### src/rtl/nexys_starship_pkg.sv
// Shared types and constants for the starship hazard logic: break-gen state codes, LFSR taps, subsystem slots.
package nexys_starship_pkg;

  typedef enum logic [3:0] {
    BG_IDLE  = 4'b0001,
    BG_LOAD  = 4'b0010,
    BG_COUNT = 4'b0100,
    BG_FIRE  = 4'b1000
  } bg_state_e;

  // Fibonacci taps 16,14,13,11 expressed as bit positions 15,13,12,10
  localparam logic [15:0] LFSR_TAPS         = 16'hB400;
  localparam logic [15:0] LFSR_DEFAULT_SEED = 16'hACE1;

  localparam int SYS_TR = 0;
  localparam int SYS_TL = 1;
  localparam int SYS_BR = 2;
  localparam int SYS_BL = 3;

  function automatic logic [15:0] lfsr_next(input logic [15:0] cur);
    return {cur[14:0], ^(cur & LFSR_TAPS)};
  endfunction

endpackage

### src/rtl/nexys_starship_lfsr16.sv
// Free-running 16-bit Fibonacci LFSR, advances every cycle; output is the register itself (0 latency).
// No backpressure; a zero seed is swapped for the default so the sequence never locks up.
module nexys_starship_lfsr16
  import nexys_starship_pkg::*;
(
  input  logic        Clk,
  input  logic        Reset,
  input  logic [15:0] seed,
  output logic [15:0] q
);

  logic [15:0] lfsr_q, lfsr_d;
  logic [15:0] seed_eff;

  assign seed_eff = (seed == 16'h0000) ? LFSR_DEFAULT_SEED : seed;

  always_comb begin
    lfsr_d = lfsr_next(lfsr_q);
  end

  always_ff @(posedge Clk or negedge Reset) begin
    if (!Reset) lfsr_q <= seed_eff;
    else        lfsr_q <= lfsr_d;
  end

  assign q = lfsr_q;

endmodule

### src/rtl/nexys_starship_break_gen.sv
// Random one-hot break pulses + repair hex for the repair stages; pulse/hex register one cycle after FIRE.
// No backpressure: broken is sampled only in FIRE. NEXYS_STARSHIP_DIFFICULTY_RAMP_EN enables the gap ramp.
module nexys_starship_break_gen
  import nexys_starship_pkg::*;
#(
  parameter int          NUM_SYS    = 4,
  parameter logic [15:0] SEED       = 16'hACE1,
  parameter logic [24:0] TICK_DIV   = 25'd25_000_000,
  parameter logic [7:0]  MIN_GAP    = 8'd3,
  parameter logic [3:0]  RAMP_EVERY = 4'd4,
  parameter logic [7:0]  GAP_FLOOR  = 8'd1
) (
  input  logic               Clk,
  input  logic               Reset,
  input  logic               play_flag,
  input  logic               gameover_ctrl,
  input  logic [NUM_SYS-1:0] broken,
  output logic [NUM_SYS-1:0] break_pulse,
  output logic [3:0]         random_hex,
  output logic               q_BG_Idle,
  output logic               q_BG_Load,
  output logic               q_BG_Count,
  output logic               q_BG_Fire
);

  localparam logic [24:0] TICK_LAST = (TICK_DIV > 25'd1) ? (TICK_DIV - 25'd1) : 25'd0;

  bg_state_e          state_q, state_d;
  logic [24:0]        prescaler_q, prescaler_d;
  logic [7:0]         timer_q, timer_d;
  logic [NUM_SYS-1:0] pulse_q, pulse_d;
  logic [3:0]         hex_q, hex_d;
  logic [15:0]        lfsr;
  logic [7:0]         gap;
  logic [8:0]         load_sum;
  logic               tick;
  logic               found;
  logic               fire_ok;
  logic [NUM_SYS-1:0] slot_oh;
  logic               unused_lfsr;

  nexys_starship_lfsr16 u_lfsr (
    .Clk   (Clk),
    .Reset (Reset),
    .seed  (SEED),
    .q     (lfsr)
  );

  assign unused_lfsr = ^lfsr[11:6];
  assign tick        = (prescaler_q == TICK_LAST);
  assign load_sum    = {1'b0, gap} + {3'b000, lfsr[5:0]};
  assign fire_ok     = (state_q == BG_FIRE) && found && !gameover_ctrl;

  // First free slot at or after the LFSR-chosen start index, wrapping around.
  always_comb begin : slot_scan
    int idx;
    int s;
    found   = 1'b0;
    slot_oh = '0;
    idx     = int'(lfsr[2:0]);
    if (idx >= NUM_SYS) idx = idx - NUM_SYS;
    for (int k = 0; k < NUM_SYS; k++) begin
      s = (idx + k) % NUM_SYS;
      for (int j = 0; j < NUM_SYS; j++) begin
        if (!found && (s == j) && !broken[j]) begin
          found      = 1'b1;
          slot_oh[j] = 1'b1;
        end
      end
    end
  end

  always_ff @(posedge Clk or negedge Reset) begin
    if (!Reset) state_q <= BG_IDLE;
    else        state_q <= state_d;
  end

  always_comb begin
    state_d = state_q;
    if (gameover_ctrl) begin
      state_d = BG_IDLE;
    end else begin
      case (state_q)
        BG_IDLE:  if (play_flag) state_d = BG_LOAD;
        BG_LOAD:  state_d = BG_COUNT;
        BG_COUNT: if (tick && (timer_q == 8'd0)) state_d = BG_FIRE;
        BG_FIRE:  state_d = BG_LOAD;
        default:  state_d = BG_IDLE;
      endcase
    end
  end

  always_comb begin
    prescaler_d = prescaler_q;
    timer_d     = timer_q;
    pulse_d     = '0;
    hex_d       = hex_q;
    case (state_q)
      BG_LOAD: begin
        timer_d     = load_sum[8] ? 8'hFF : load_sum[7:0];
        prescaler_d = '0;
      end
      BG_COUNT: begin
        prescaler_d = tick ? 25'd0 : (prescaler_q + 25'd1);
        if (tick && (timer_q != 8'd0)) timer_d = timer_q - 8'd1;
      end
      BG_FIRE: begin
        if (fire_ok) begin
          pulse_d = slot_oh;
          hex_d   = lfsr[15:12];
        end
      end
      default: ;
    endcase
  end

  always_ff @(posedge Clk or negedge Reset) begin
    if (!Reset) begin
      prescaler_q <= '0;
      timer_q     <= '0;
      pulse_q     <= '0;
      hex_q       <= '0;
    end else begin
      prescaler_q <= prescaler_d;
      timer_q     <= timer_d;
      pulse_q     <= pulse_d;
      hex_q       <= hex_d;
    end
  end

`ifdef NEXYS_STARSHIP_DIFFICULTY_RAMP_EN
  logic [7:0] gap_q, gap_d;
  logic [3:0] fire_cnt_q, fire_cnt_d;

  // fire_cnt wraps every RAMP_EVERY successful fires; each wrap shaves one tick off the gap.
  always_comb begin
    gap_d      = gap_q;
    fire_cnt_d = fire_cnt_q;
    if (state_d == BG_IDLE) begin
      gap_d      = MIN_GAP;
      fire_cnt_d = '0;
    end else if (fire_ok) begin
      if (fire_cnt_q >= (RAMP_EVERY - 4'd1)) begin
        fire_cnt_d = '0;
        if (gap_q > GAP_FLOOR) gap_d = gap_q - 8'd1;
      end else begin
        fire_cnt_d = fire_cnt_q + 4'd1;
      end
    end
  end

  always_ff @(posedge Clk or negedge Reset) begin
    if (!Reset) begin
      gap_q      <= MIN_GAP;
      fire_cnt_q <= '0;
    end else begin
      gap_q      <= gap_d;
      fire_cnt_q <= fire_cnt_d;
    end
  end

  assign gap = gap_q;
`else
  logic unused_cfg;
  assign unused_cfg = ^{RAMP_EVERY, GAP_FLOOR};
  assign gap        = MIN_GAP;
`endif

  assign break_pulse = pulse_q;
  assign random_hex  = hex_q;
  assign q_BG_Idle   = (state_q == BG_IDLE);
  assign q_BG_Load   = (state_q == BG_LOAD);
  assign q_BG_Count  = (state_q == BG_COUNT);
  assign q_BG_Fire   = (state_q == BG_FIRE);

endmodule
### config.mk
export PLATFORM = sky130hd
export DESIGN_NAME = nexys_starship_break_gen
export DESIGN_NICKNAME = d
export VERILOG_FILES = /design/src/rtl/nexys_starship_pkg.sv /design/src/rtl/nexys_starship_lfsr16.sv /design/src/rtl/nexys_starship_break_gen.sv
export SDC_FILE = /design/constraint.sdc
export NUM_CORES = 1
export LEC_CHECK = 0
export BUFFER_PORTS_ARGS = -buffer_cell sky130_fd_sc_hd__buf_4
export CAP_MARGIN = 15
export CORE_UTILIZATION = 50
export DETAILED_ROUTE_END_ITERATION = 12
export GPL_TIMING_DRIVEN = 0
export HOLD_SLACK_MARGIN = 0.03
export PLACE_DENSITY_LB_ADDON = 0.1
export SLEW_MARGIN = 20
export SYNTH_ARGS = -nofsm -noshare
export SYNTH_HDL_FRONTEND = slang
export SYNTH_SLANG_ARGS = --single-unit
### constraint.sdc
create_clock -name Clk -period 2.8 [get_ports Clk]
set_input_delay 0 -clock Clk [delete_from_list [all_inputs] [get_ports Clk]]
set_output_delay 0 -clock Clk [all_outputs]
set_load 0.02 [all_outputs]
==> summary.txt <==
Timing
  – RSZ-0062 raised after global routing: no
  – Max-slew violation count: 0
  – Final setup vio count: 0
  – Least-Margin Pin Slew: 0.7451 ns
  – Tmin final: 2.628 ns
  – Clock skew: 0.007327 ns
  – Worst hold slack: 0.1138 ns
  – Final hold violation count: 0
  – Max-slew headroom: 50.33%
  – Peak Freq: 0.3806 GHz
  – Final worst-path cycle share: 93.85%

Route
  – Routed wire length per instance: 15.81 µm
  – Drt total wl: 7.005 mm
  – Antenna viol nets, final: 0
  – DR iter-0 viols: 274
  – Post-route DRC: 0
  – Via count: 2678
  – 1st-pass router iterations: 5
  – Via/cell ratio: 6.045

Die
  – Die H: 82.17 µm
  – Core Footprint: 6061 µm²
  – Cell Rows: 28
  – Starting Density: 53.01%
  – Die X: 82.17 µm
  – I/O Pins: 20
  – Die Footprint: 6751 µm²

Global route
  – Pin count of the biggest net entering global routing: 62
  – First-pass GRT wire length: 11.77 mm
  – Initial antenna violation count: 0
  – Grt total ovfl: 0
  – Vias in the first global route: 2498
  – Total Routing Usage GR: 23.31%

Layout
  – Share of cells above drive strength 1: 17.66%
  – Post-Layout Cell Count: 443
  – Layout Utilization: 61.68%
  – Nets: 379
  – Inserted Diodes: 0
  – Area Overhead vs Synth: 16.36%

Critical path
  – Startpoint Class: flip-flop
  – CP Capture Type: flip-flop
  – CP cell instances: inv_1, ha_1, clkbuf_1, a222oi_1, and4_2, a311o_1, buf_2, mux2_2
  – Crit Path Class: flip-flop to flip-flop
  – CP Buf/Inv Count: 3
  – CP max FO: 9
  – CP required: 3.02 ns
  – Slowest cell on crit path: a222oi_1
  – Worst Path Arrival: 2.85 ns
  – Max stage delay on crit path: 0.50 ns
  – Largest delay share family, worst path: compound AO/OA/AOI/OAI gates

Synthesis
  – Cells after Synth: 326
  – Syn_nets: 342
  – Synth Flop Type: dfrtp_1
  – Syn Area/Cell: 9.856 µm²
  – Netlist cell types: 61
  – Post-synth top area cell: dfrtp_1
  – Post-synthesis sequential area ratio: 47.86%
  – Most frequent cells after synthesis: 52 x dfrtp_1, 30 x nand2_1, 22 x a31oi_1
  – FF+latch count, synth: 61
  – EDFF count, synth: 0
  – YS warnings: 0
  – Post-Synthesis Cell Area: 3213 µm²
  – Synth top area cells: dfrtp_1 40%, dfstp_2 7.4%, a31oi_1 4.3%
  – Post-synth top area share: 40.50%
  – FFs w/ async S/R, synth: 100.0%
  – Count leader, synth: dfrtp_1

Clock tree
  – H-Tree Level Count: 3
  – Max Root-Sink Buffers: 2
  – Clock sink count: 61
  – Worst-skew pair later-pin latency: 0.34 ns
  – CTS root buf: clkbuf_8
  – Worst-path clk slew: 0.06 ns
  – CTS tree: done
  – CTS buffer count: 9

Pwr
  – Power per cell area: 541.7 nW/µm²
  – Leakage: 1.656 nW
  – VDD IR max: 0.4038 mV

Placement
  – Port Buffer Count: 18
  – Inst Count DP: 419
  – HPWL after DPL: 4.662 mm
  – RD Place Congestion: 0.8365

Hold path
  – Hold WC Path Type: primary input to flip-flop

Run
  – Number of max-cap violations: 0

Run status
  – Status: completed
==> metrics by stage <==
| step | power [mW] | setup slack, ns | area (µm²) | setup TNS, ns |
|---|---|---|---|---|
| after floorplan | 1.127 | 0.2795 | 3213 | 0 |
| after global routing | 2.124 | 0.001876 | 3739 | 0 |
| after detailed placement | 1.217 | -0.06999 | 3442 | -0.2590 |
| after CTS | 2.050 | 0.08561 | 3720 | 0 |
| after global placement | 1.209 | -0.07733 | 3442 | -0.2827 |
| final | 2.025 | 0.1723 | 3739 | 0 |
==> path summary, 6_finish.rpt <==
check / from / endpoint / slack, ns / cells past startpoint
worst max register to register: u_lfsr.q[1] / random_hex[1] / 0.17 / 8
worst min-delay path: play_flag / state_q[2] / 0.11 / 4
worst max-delay path: u_lfsr.q[1] / random_hex[1] / 0.17 / 8
min in group asynchronous: Reset / random_hex[2] / 0.27 / 2
max in group asynchronous: Reset / prescaler_q[2] / 2.03 / 2
worst min register to register: u_lfsr.q[8] / u_lfsr.q[9] / 0.34 / 0
==> final cells by class <==
class / instances / area, µm²
repair buffers: 26 / 210.2
flip-flops and latches: 61 / 1538
plain buffers: 13 / 55.05
multi-input cells: 234 / 1563
fillers: 525 / 2322
inverters: 18 / 67.56
well taps: 75 / 93.84
clock buffers: 13 / 168.9
clock inverters: 3 / 42.54
==> layer usage <==
layer  vias up  wire length, µm  track usage (%)
li1       1297                -                -
met2        76             3141            33.64
met4         0              109            9.474
met3        12              302            6.264
met1      1293             3452            32.91
met5         -                0                0
==> worst register-to-register path, delay by kind of cell (launching register included) <==
kind	cells	cell delay, ns
AO/OA/AOI/OAI	2	0.67
multiplexers	1	0.36
adder cells (fa/ha/maj)	1	0.18
flip-flops	1	0.42
buffers and inverters	3	0.52
AND/OR/NAND/NOR	1	0.35
==> report_power, final <==
part / leakage [nW] / switching [mW] / total, mW / internal (mW)
Sequential: 0.809 / 0.0431 / 0.965 / 0.922
Clock: 0.106 / 0.331 / 0.813 / 0.483
Combinational: 0.742 / 0.155 / 0.247 / 0.0921
==> kinds of logic after synthesis <==
family	Yosys count	share of synthesized area (%)
compound gates	100	21.22
xor+xnor	10	2.726
fa+ha+maj	8	3.115
buf+inv	31	3.816
flops	61	47.86
mux	8	2.726
simple gates	108	18.54
==> placed cells by master (no fill, tap or decap), types with 8 or more instances in the layout <==
cell      instances
a21oi_1          19
a31oi_1          22
buf_4            20
clkbuf_1          8
clkbuf_8         12
dfrtp_1          52
dfstp_2           9
inv_1            18
nand2_1          30
nand3_1          12
nor2_1           16
o21ai_0          15
==> repair_timing <==
| item | CTS | global route |
|---|---|---|
| pin swaps | 0 | 0 |
| hold endpoints to repair | 59 | 0 |
| buffers inserted | 0 | 2 |
| setup endpoints to repair | 4 | 4 |
| hold buffers | 6 | 0 |
| resized for setup | 1 | 2 |
==> sequential cells by signal, summed over array words and instances, names as in the netlist <==
name,cells
timer_q,8
prescaler_q,25
random_hex,4
break_pulse,4
u_lfsr.q,16
state_q,4
No activity file was read; power rests on OpenSTA's default activity.
